[src/rtl/uart_frac_baud_gen_pkg.sv]
// Shared widths, baud constants for a 100 MHz system clock, and the divisor record.
package uart_pkg;
  localparam int UART_DIV_W  = 16;
  localparam int UART_FRAC_W = 4;
  localparam int UART_OSR    = 16;

  localparam int UART_CLK_HZ = 100_000_000;

  // 100e6 / (baud * 16): integer part and nearest 1/16 remainder
  localparam int BAUD_9600_INT    = 651;
  localparam int BAUD_9600_FRAC   = 1;
  localparam int BAUD_115200_INT  = 54;
  localparam int BAUD_115200_FRAC = 4;

  typedef struct packed {
    logic [UART_DIV_W-1:0]  div_int;
    logic [UART_FRAC_W-1:0] div_frac;
  } div_t;

  localparam div_t BAUD_9600   = '{div_int: UART_DIV_W'(BAUD_9600_INT),
                                   div_frac: UART_FRAC_W'(BAUD_9600_FRAC)};
  localparam div_t BAUD_115200 = '{div_int: UART_DIV_W'(BAUD_115200_INT),
                                   div_frac: UART_FRAC_W'(BAUD_115200_FRAC)};
endpackage

[src/rtl/uart_frac_baud_gen_if.sv]
// Control and tick bundle between the UART datapath (master) and the baud generator (slave).
interface uart_frac_baud_gen_if
  import uart_pkg::*;
#(
  parameter int DIV_W  = UART_DIV_W,
  parameter int FRAC_W = UART_FRAC_W
);
  logic              en;
  logic              div_wr;
  logic [DIV_W-1:0]  div_int;
  logic [FRAC_W-1:0] div_frac;
  logic              sync;
  logic              os_tick;
  logic              bit_tick;
  logic              mid_tick;
  logic              bclk;
  logic              upd_pend;

  modport master (
    output en, div_wr, div_int, div_frac, sync,
    input  os_tick, bit_tick, mid_tick, bclk, upd_pend
  );

  modport slave (
    input  en, div_wr, div_int, div_frac, sync,
    output os_tick, bit_tick, mid_tick, bclk, upd_pend
  );
endinterface

[src/rtl/uart_frac_baud_gen_frac_div.sv]
// Fractional clock divider: period = max(div_int,2) + carry of the fractional accumulator.
module uart_frac_div
  import uart_pkg::*;
#(
  parameter int DIV_W  = UART_DIV_W,
  parameter int FRAC_W = UART_FRAC_W
) (
  input  logic              clk,
  input  logic              rst,
  input  logic              en,
  input  logic              clr,
  input  logic [DIV_W-1:0]  div_int,
  input  logic [FRAC_W-1:0] div_frac,
  output logic              wrap,
  output logic              os_tick
);
  localparam logic [DIV_W:0] MIN_P = (DIV_W+1)'(2);

  logic [DIV_W:0]  cnt;
  logic [DIV_W:0]  int_eff;
  logic [DIV_W:0]  period;
  logic [FRAC_W-1:0] acc;
  logic [FRAC_W-1:0] acc_sum;
  logic              carry;

  // >= rather than == so a divisor shrunk while frozen cannot strand cnt above the period
  always_comb begin
    int_eff          = (div_int < DIV_W'(2)) ? MIN_P : {1'b0, div_int};
    {carry, acc_sum} = {1'b0, acc} + {1'b0, div_frac};
    period           = int_eff + (DIV_W+1)'(carry);
    wrap             = en && !clr && (cnt >= period - (DIV_W+1)'(1));
  end

  always_ff @(posedge clk or posedge rst) begin
    if (rst) begin
      cnt     <= '0;
      acc     <= '0;
      os_tick <= 1'b0;
    end else if (clr) begin
      cnt     <= '0;
      acc     <= '0;
      os_tick <= 1'b0;
    end else begin
      os_tick <= wrap;
      if (wrap) begin
        cnt <= '0;
        acc <= acc_sum;
      end else if (en) begin
        cnt <= cnt + (DIV_W+1)'(1);
      end
    end
  end
endmodule

[src/rtl/uart_frac_baud_gen.sv]
// Baud-tick generator top: shadowed divisor reload, bit phase counter, tick decode and bclk.
module uart_frac_baud_gen
  import uart_pkg::*;
#(
  parameter int DIV_W        = UART_DIV_W,
  parameter int FRAC_W       = UART_FRAC_W,
  parameter int OSR          = UART_OSR,
  parameter int DEFAULT_INT  = BAUD_9600_INT,
  parameter int DEFAULT_FRAC = BAUD_9600_FRAC
) (
  input  logic                  clk,
  input  logic                  rst,
  uart_frac_baud_gen_if.slave   bus
);
  localparam int PH_W = (OSR > 1) ? $clog2(OSR) : 1;

  typedef struct packed {
    logic [DIV_W-1:0]  div_int;
    logic [FRAC_W-1:0] div_frac;
  } cfg_t;

  cfg_t            active;
  cfg_t            shadow;
  cfg_t            wr_val;
  logic            pend;
  logic            apply;
  logic            wrap;
  logic            os_q;
  logic            bit_q;
  logic            mid_q;
  logic            bclk_q;
  logic [PH_W-1:0] ph;
  logic            ph_last;
  logic            ph_mid;

  assign wr_val  = '{div_int: bus.div_int, div_frac: bus.div_frac};
  assign ph_last = (ph == PH_W'(OSR - 1));
  assign ph_mid  = (ph == PH_W'(OSR / 2 - 1));
  // Running generator only swaps divisors on a bit boundary; a frozen one swaps at once
  assign apply   = pend && (!bus.en || (wrap && ph_last));

  uart_frac_div #(
    .DIV_W  (DIV_W),
    .FRAC_W (FRAC_W)
  ) u_div (
    .clk      (clk),
    .rst      (rst),
    .en       (bus.en),
    .clr      (bus.sync),
    .div_int  (active.div_int),
    .div_frac (active.div_frac),
    .wrap     (wrap),
    .os_tick  (os_q)
  );

  always_ff @(posedge clk or posedge rst) begin
    if (rst) begin
      active <= '{div_int: DIV_W'(DEFAULT_INT), div_frac: FRAC_W'(DEFAULT_FRAC)};
      shadow <= '0;
      pend   <= 1'b0;
    end else if (bus.sync) begin
      if (bus.div_wr) begin
        active <= wr_val;
        shadow <= wr_val;
      end else if (pend) begin
        active <= shadow;
      end
      pend <= 1'b0;
    end else begin
      if (apply) active <= shadow;
      if (bus.div_wr) begin
        shadow <= wr_val;
        pend   <= 1'b1;
      end else if (apply) begin
        pend <= 1'b0;
      end
    end
  end

  always_ff @(posedge clk or posedge rst) begin
    if (rst) begin
      ph     <= '0;
      bit_q  <= 1'b0;
      mid_q  <= 1'b0;
      bclk_q <= 1'b0;
    end else if (bus.sync) begin
      ph     <= '0;
      bit_q  <= 1'b0;
      mid_q  <= 1'b0;
      bclk_q <= 1'b0;
    end else begin
      bit_q <= wrap && ph_last;
      mid_q <= wrap && ph_mid;
      if (wrap) begin
        ph <= ph_last ? '0 : ph + PH_W'(1);
        if (ph_last)     bclk_q <= 1'b1;
        else if (ph_mid) bclk_q <= 1'b0;
      end
    end
  end

  assign bus.os_tick  = os_q;
  assign bus.bit_tick = bit_q;
  assign bus.mid_tick = mid_q;
  assign bus.bclk     = bclk_q;
  assign bus.upd_pend = pend;
endmodule

[src/flat_wrapper.sv]
// flat-port wrapper written by rule: the top's interface ports become plain ports
module uart_frac_baud_gen_flat import uart_pkg::*;
#(
  parameter int DIV_W        = UART_DIV_W,
  parameter int FRAC_W       = UART_FRAC_W,
  parameter int OSR          = UART_OSR,
  parameter int DEFAULT_INT  = BAUD_9600_INT,
  parameter int DEFAULT_FRAC = BAUD_9600_FRAC
)
  (clk, rst, bus_en, bus_div_wr, bus_div_int, bus_div_frac, bus_sync, bus_os_tick, bus_bit_tick, bus_mid_tick, bus_bclk, bus_upd_pend);
  uart_frac_baud_gen_if #(.DIV_W(DIV_W), .FRAC_W(FRAC_W)) bus_i ();
  input  logic clk;
  input  logic rst;
  input wire logic [$bits(bus_i.en)-1:0] bus_en;
  input wire logic [$bits(bus_i.div_wr)-1:0] bus_div_wr;
  input wire logic [$bits(bus_i.div_int)-1:0] bus_div_int;
  input wire logic [$bits(bus_i.div_frac)-1:0] bus_div_frac;
  input wire logic [$bits(bus_i.sync)-1:0] bus_sync;
  output wire logic [$bits(bus_i.os_tick)-1:0] bus_os_tick;
  output wire logic [$bits(bus_i.bit_tick)-1:0] bus_bit_tick;
  output wire logic [$bits(bus_i.mid_tick)-1:0] bus_mid_tick;
  output wire logic [$bits(bus_i.bclk)-1:0] bus_bclk;
  output wire logic [$bits(bus_i.upd_pend)-1:0] bus_upd_pend;
  assign bus_i.en = bus_en;
  assign bus_i.div_wr = bus_div_wr;
  assign bus_i.div_int = bus_div_int;
  assign bus_i.div_frac = bus_div_frac;
  assign bus_i.sync = bus_sync;
  assign bus_os_tick = bus_i.os_tick;
  assign bus_bit_tick = bus_i.bit_tick;
  assign bus_mid_tick = bus_i.mid_tick;
  assign bus_bclk = bus_i.bclk;
  assign bus_upd_pend = bus_i.upd_pend;
  uart_frac_baud_gen #(.DIV_W(DIV_W), .FRAC_W(FRAC_W), .OSR(OSR), .DEFAULT_INT(DEFAULT_INT), .DEFAULT_FRAC(DEFAULT_FRAC)) u_core (.clk(clk), .rst(rst), .bus(bus_i));
endmodule
[config.mk]
export PLATFORM = sky130hd
export DESIGN_NAME = uart_frac_baud_gen_flat
export DESIGN_NICKNAME = d
export VERILOG_FILES = /design/src/rtl/uart_frac_baud_gen_pkg.sv /design/src/rtl/uart_frac_baud_gen_if.sv /design/src/rtl/uart_frac_baud_gen_frac_div.sv /design/src/rtl/uart_frac_baud_gen.sv /design/src/flat_wrapper.sv
export SDC_FILE = /design/constraint.sdc
export NUM_CORES = 1
export LEC_CHECK = 0
export ABC_AREA = 0
export ABC_CLOCK_PERIOD_IN_PS = 4330
export BUFFER_PORTS_ARGS = -buffer_cell sky130_fd_sc_hd__buf_2
export CORE_ASPECT_RATIO = 0.8
export CORE_MARGIN = 2
export CORE_UTILIZATION = 60
export DETAILED_ROUTE_END_ITERATION = 8
export PLACE_DENSITY = 0.82
export SLEW_MARGIN = 20
export SYNTH_ARGS = -nofsm -noshare
export SYNTH_HDL_FRONTEND = slang
export SYNTH_SLANG_ARGS = --single-unit
[constraint.sdc]
create_clock -name clk -period 4.33 [get_ports clk]
set_input_delay 0.866 -clock clk [delete_from_list [all_inputs] [get_ports clk]]
set_output_delay 0.866 -clock clk [all_outputs]
set_load 0.03 [all_outputs]
==> results of run 1 <==
Yosys cell counts (2+ instances only):
library cell / number
nor2b_1: 2
a21oi_1: 22
nand4_1: 4
nor3_1: 8
buf_6: 3
nand3_1: 22
xor2_1: 8
dfstp_2: 6
nand4b_1: 2
nor2_1: 29
mux2_2: 20
inv_1: 30
mux2i_1: 41
o21ai_1: 2
o21ai_0: 15
nand4_2: 2
dfrtp_1: 64
o21a_1: 3
a21o_1: 3
or3_1: 4
buf_2: 2
and3_1: 4
ha_1: 25
xnor2_1: 16
nand2_1: 21
clkbuf_1: 7
nor4_1: 8
worst max-delay path by stage:
stage	startpoint	cells past startpoint	endpoint	slack (ns)
finish	u_core.active[0]	20	u_core.active[16]	0.11
global route	u_core.u_div.acc[0]	20	u_core.active[15]	-0.06
CTS	u_core.active[10]	17	u_core.active[6]	0.01
detailed placement	u_core.active[10]	17	u_core.bus.upd_pend	-0.08
global placement	u_core.active[10]	15	u_core.bus.upd_pend	0.25
floorplan	u_core.active[17]	15	u_core.active[0]	0.61
per-layer routing:
metal  up-vias  wire length, µm
met5         -                0
met2        99             4370
li1       1461                -
met3        16              477
met4         0              114
met1      1481             3890
flip-flops by register name, summed over array words and instances (netlist names):
name / count
u_core.bus.bclk: 1
u_core.u_div.acc: 4
u_core.bus.mid_tick: 1
u_core.active: 20
u_core.bus.upd_pend: 1
u_core.u_div.os_tick: 1
u_core.shadow: 20
u_core.ph: 4
u_core.bus.bit_tick: 1
u_core.u_div.cnt: 17
worst register-to-register path: cells and delay by family (launching register included):
kind	cells	cell delay [ns]
XOR/XNOR	1	0.21
flip-flops	1	0.55
multiplexers	1	0.21
AO/OA/AOI/OAI	3	0.54
buffers and inverters	4	0.48
adder cells (fa/ha/maj)	4	1.05
AND/OR/NAND/NOR	7	1.11
stage by stage:
stage               std cells  setup TNS, ns  utilization, %
finish                    518              0            72.0
global route              518         -0.777            72.0
CTS                       514              0            69.9
detailed placement        498         -0.175            66.3
global placement          498              0            66.3
floorplan                 393              0               -
report_power, final:
part	internal (mW)	leakage, nW	switching [mW]
registers	0.731	0.878	0.0617
logic	0.158	1.22	0.204
clock network	0.355	0.116	0.250
total	1.24	2.22	0.515
placed cells by master, fill, tap and decap left out, types with 6 or more instances in the layout:
cell      netlist  final
xor2_1          8      8
buf_4           1      8
nand2_1        21     21
o21ai_0        15     14
ha_1           25     24
mux2_2         20     20
xnor2_1        16     16
nor4_1          8      6
dfrtp_1        64     64
a21oi_1        22     22
clkbuf_8        0     11
dfstp_2         6      6
buf_2           2     29
nor2_1         29     28
nor3_1          8      7
mux2i_1        41     41
inv_1          30     29
nand3_1        22     22
cell families after synthesis:
logic type | after synthesis | share of synthesized area [%]
AND/OR/NAND/NOR | 112 | 14.2
buffers and inverters | 45 | 4.90
XOR/XNOR | 24 | 5.21
flip-flops | 70 | 43.6
AO/OA/AOI/OAI | 55 | 8.18
adder cells (fa/ha/maj) | 26 | 8.24
multiplexers | 61 | 15.7
final cells by class:
class	instances	area share, %
repair buffers	39	5.40
multi-input cells	278	46.9
flip-flops and latches	70	37.9
well taps	84	2.27
inverters	31	2.54
clock inverters	5	1.75
clock buffers	11	3.26
what timing repair did:
action                     in CTS  in global routing
pin swaps                       0                  3
setup buffers                   0                  3
setup endpoints to repair      17                 50
gates cloned                    0                  1
resized for setup               1                 15
==> metrics.csv, run 1 <==
metric,value,unit
hp-class,register to register,
yosysTopAreaCell,dfrtp_1,
die_area,0.00741,mm²
cp_max_fo,10,
outcome,finished clean,
r2r_setup_slack,0.11,ns
overflow,0,
vdd_drop_max,0.353,mV
ff_latch_area,0.00176,mm²
placed_area,0.00427,mm²
grt_max_degree,49,
synth_cell_types,47,
cts_max_level,3,
synthArstFlopShare,100,%
critPathTopFamily,simple AND/OR/NAND/NOR gates,
ys_seq_elements,70,
finalSetupViolations,0,
synth_ff_type,dfrtp_1,
r2r-start,u_core.active[0],
path_buf_inv,4,
via_count,3057,
crit_type,register to register,
use_met3,6.99,%
io_pins,30,
worst_slew_pin_slew,0.812,ns
postSynthAreaPerCell,10.3,µm²
powerDensity,379,mW/mm²
drive_above_1_share,22.4,%
worstHoldStart,u_core.active[4],
dr.pass1.iters,4,
hpwl,6000,µm
power.total,1.76,mW
grt_pass1_wl,14000,µm
required,4.61,ns
place_ws,-0.0817,ns
finalCritPeriodShare,97.4,%
clk_pin_slew,0.08,ns
synth_top_area_share,39.7,%
finClkSkew,0.00816,ns
slew_headroom,45.8,%
clk_latency,0.36,ns
initial_core_util,62.7,%
fin_crit,4.22,ns
gp_congestion,0.892,
cts_buffer_depth,2,
drc,0,
drv_slew,0,
cp-end-kind,register,
globalRouteTotalUtil,24.9,%
diodes,0,
max_freq,0.237,GHz
p_leak,2.22,nW
worstPathCellList,ha_1 > inv_1 > fa_1 > inv_1 > a21o_1 > a21oi_1 > ha_1 > nor2b_4 > and3_1 > nand2_1 > nor3_2 > xnor2_1 > ha_1 > nand4_1 > inv_1 > a211oi_4 > nor3_1 > nor3_4 > clkbuf_16 > mux2i_1,
yosysSeqAreaShare,43.6,%
ant_nets,0,
timing.rr.end,u_core.active[16],
wire_per_inst,17.1,µm
hold_violations,0,
grtUsageMet1,33.4,%
ctsHoldBuffers,0,
io_buffers,29,
drtIter0Drc,227,
root_buffer,clkbuf_8,
synthesis.area,0.00404,mm²
final_cell_area,0.00464,mm²
core_area,0.00644,mm²
cap_violations,0,
synthTopCellsByArea,"dfrtp_1 (40%), mux2i_1 (10%), ha_1 (7.7%)",
synthCells,393,
nNetsFinal,480,
numCtsBuffers,9,
hold-path-cell-count,2,
die_x,95.7,µm
drt_wl_total,8850,µm
ys_warn_count,0,
critPathLaunchType,register,
syn_to_final_growth,14.9,%
cts_tree,yes,
grt_pass1_vias,2946,
die_h,77.4,µm
synth_edf_count,0,
worstHoldEndpoint,u_core.active[4],
cpPeakStageDelay,0.55,ns
gr-usage-met2,39.6,%
grt.busiest_layer,met2,
slowest_stage,dfstp_2,
multi_input_area,0.00217,mm²
arrival,4.50,ns
synth_fp_nets,444,
via_per_inst,5.90,
rows,26,
r2r_cells,20,
fin_ws,0.112,ns
antenna_found_initial,0,
cts_sinks,70,
fill_cells,462,
whs,0.493,ns
Power figures use the tool's default switching activity.
==> run 2, diff against run 1 <==
--- a/config.mk
+++ b/config.mk
@@ -12,7 +12,9 @@
 export CORE_MARGIN = 2
 export CORE_UTILIZATION = 60
 export DETAILED_ROUTE_END_ITERATION = 8
+export MAX_ROUTING_LAYER = met4
 export PLACE_DENSITY = 0.82
+export SETUP_SLACK_MARGIN = 0.05
 export SLEW_MARGIN = 20
 export SYNTH_ARGS = -nofsm -noshare
 export SYNTH_HDL_FRONTEND = slang
==> run 2 against run 1 <==
Compared with the run above:
- clock skew rose by 0.00050 ns
- utilization rose by 0.097 points
- worst hold slack worse by 0.0029 ns
- sequential power about the same
- maximum frequency up 1.1%
- power decreased by 0.11%
- clock power about the same
- first-iteration DRC count is 0.88% lower
- largest cell class unchanged
==> metrics.csv, run 2 (synthesis gave the netlist of run 1 again) <==
metric,value,unit,change
drv_slew,0,,unchanged
use_met3,6.99,%,unchanged
fill_cells,462,,unchanged
dr.pass1.iters,4,,unchanged
path_depth,18,,-10%
finClkSkew,0.00867,ns,+0.000501 ns
syn_to_final_growth,15.0,%,
hp-class,register to register,,
globalRouteTotalUtil,25.6,%,+0.76 points
grt_pass1_wl,14100,µm,+0.20%
die_h,77.4,µm,unchanged
timing.rr.end,u_core.active[16],,
drtIter0Drc,225,,-0.88%
cts_buffer_depth,2,,unchanged
cp_max_fo,10,,unchanged
drive_above_1_share,22.8,%,+0.46 points
slowest_stage,or4_1,,
via_per_inst,5.88,,-0.36%
fin_crit,4.17,ns,-0.0472 ns
arrival,4.44,ns,-0.06 ns
grt_pass1_vias,2934,,-0.41%
antenna_found_initial,0,,unchanged
cap_violations,0,,unchanged
die_x,95.7,µm,unchanged
critPathTopFamily,adder cells,,
max_freq,0.240,GHz,+1.1%
grtUsageMet1,33.6,%,+0.19 points
clk_latency,0.35,ns,about the same
cts_max_level,3,,unchanged
required,4.60,ns,about the same
cpPeakStageDelay,0.43,ns,-0.12 ns
slew_headroom,45.8,%,+0.057 points
worst_slew_pin_slew,0.812,ns,+0.0000907 ns
die_area,0.00741,mm²,unchanged
diodes,0,,unchanged
r2r_cells,18,,-10%
fin_ws,0.159,ns,+0.0472 ns
core_area,0.00644,mm²,unchanged
cts_tree,yes,,
io_buffers,29,,unchanged
mostFrequentLayoutCell,dfrtp_1,,
hold_violations,0,,unchanged
cp-end-kind,register,,
grt_max_degree,49,,unchanged
critical_path.endpoint,u_core.active[16],,
rsz0062_at_grt,no,,
layout_common_cells,"dfrtp_1 (64), mux2i_1 (41), inv_1 (29), buf_2 (29), nor2_1 (28)",,
power.total,1.76,mW,-0.11%
vdd_drop_max,0.351,mV,-0.65%
finalCritPeriodShare,96.3,%,-1.1 points
grt.busiest_layer,met2,,
rows,26,,unchanged
place_ws,-0.0817,ns,unchanged
r2r_setup_slack,0.16,ns,+0.05 ns
clk_pin_slew,0.07,ns,about the same
root_buffer,clkbuf_8,,
finalSetupViolations,0,,unchanged
gp_congestion,0.907,,+1.7%
p_leak,2.22,nW,about the same
wire_per_inst,16.9,µm,-0.83%
powerDensity,378,mW/mm²,-0.25%
critPathLaunch,u_core.u_div.acc[0],,
ant_nets,0,,unchanged
path_buf_inv,3,,-1
outcome,finished clean,,
via_count,3046,,-0.36%
gr-usage-met2,39.4,%,-0.21 points
largestRegisters,"u_core.active: 20 flops, u_core.shadow: 20 flops, u_core.u_div.cnt: 17 flops",,
nNetsFinal,480,,unchanged
drt_wl_total,8780,µm,-0.83%
crit_type,register to register,,
cts_sinks,70,,unchanged
initial_core_util,62.7,%,unchanged
r2r-start,u_core.u_div.acc[0],,
worstPathCellList,ha_1 > inv_1 > fa_1 > inv_1 > a21o_1 > a21oi_2 > ha_2 > ha_2 > nand3_1 > or4_1 > ha_1 > a21oi_1 > o21ai_1 > a211oi_4 > nor3_1 > nor3_4 > clkbuf_16 > mux2i_1,,
io_pins,30,,unchanged
hpwl,6000,µm,unchanged
ctsHoldBuffers,0,,unchanged
drc,0,,unchanged
numCtsBuffers,9,,unchanged
critPathLaunchType,register,,
overflow,0,,unchanged
-- run 2: worst min-delay path by stage --
stage	depth (start not counted)	startpoint	end	slack, ns
4_1_cts	2	u_core.active[4]	u_core.active[4]	0.49
3_3_place_gp	2	u_core.active[4]	u_core.active[4]	0.46
3_5_place_dp	2	u_core.active[4]	u_core.active[4]	0.48
6_report	2	u_core.active[4]	u_core.active[4]	0.49
5_1_grt	2	u_core.active[4]	u_core.active[4]	0.51
2_1_floorplan	2	u_core.active[4]	u_core.active[4]	0.45
-- run 2: repair_timing --
| action | in CTS | in global routing |
|---|---|---|
| buffers inserted | 0 | 3 |
| resized for setup | 4 | 14 |
| pin swaps | 0 | 6 |
| endpoints found under the setup margin | 28 | 46 |
| gates cloned | 0 | 1 |
-- run 2: cell type report --
class                      count  area [µm²]  share of cell area [%]
timing repair buffer          39         250                    5.39
clock inverter                 5        81.3                    1.75
inverter                      31         118                    2.53
clock buffer                  11         151                    3.26
multi-input combinational    278        2180                    46.9
sequential                    70        1760                    37.9
tap                           84         105                    2.26
-- run 2: stage by stage --
stage | TNS, ns | hold slack (ns) | cells | instance area [µm²] | utilization [%]
6_report | 0 | 0.490 | 518 | 4640 | 72.1
5_1_grt | 0 | 0.507 | 518 | 4640 | 72.1
4_1_cts | 0 | 0.489 | 514 | 4520 | 70.2
3_5_place_dp | -0.175 | 0.478 | 498 | 4270 | 66.3
3_3_place_gp | 0 | 0.462 | 498 | 4270 | 66.3
2_1_floorplan | 0 | 0.446 | 393 | 4040 | -
-- run 2: metal layers --
layer / wire [µm] / vias to the layer above
met2: 4390 / 84
met5: 0 / -
met3: 365 / 15
met4: 153 / 0
met1: 3870 / 1490
li1: - / 1457
-- run 2: report_power, final --
| part | switching, mW | internal, mW |
|---|---|---|
| clock network | 0.247 | 0.355 |
| logic | 0.204 | 0.159 |
| registers | 0.0610 | 0.731 |
-- run 2: worst min-delay path, cell delays in order, from the launching register on --
cell     delay, ns
dfstp_2       0.37
inv_1         0.05
mux2i_1       0.06
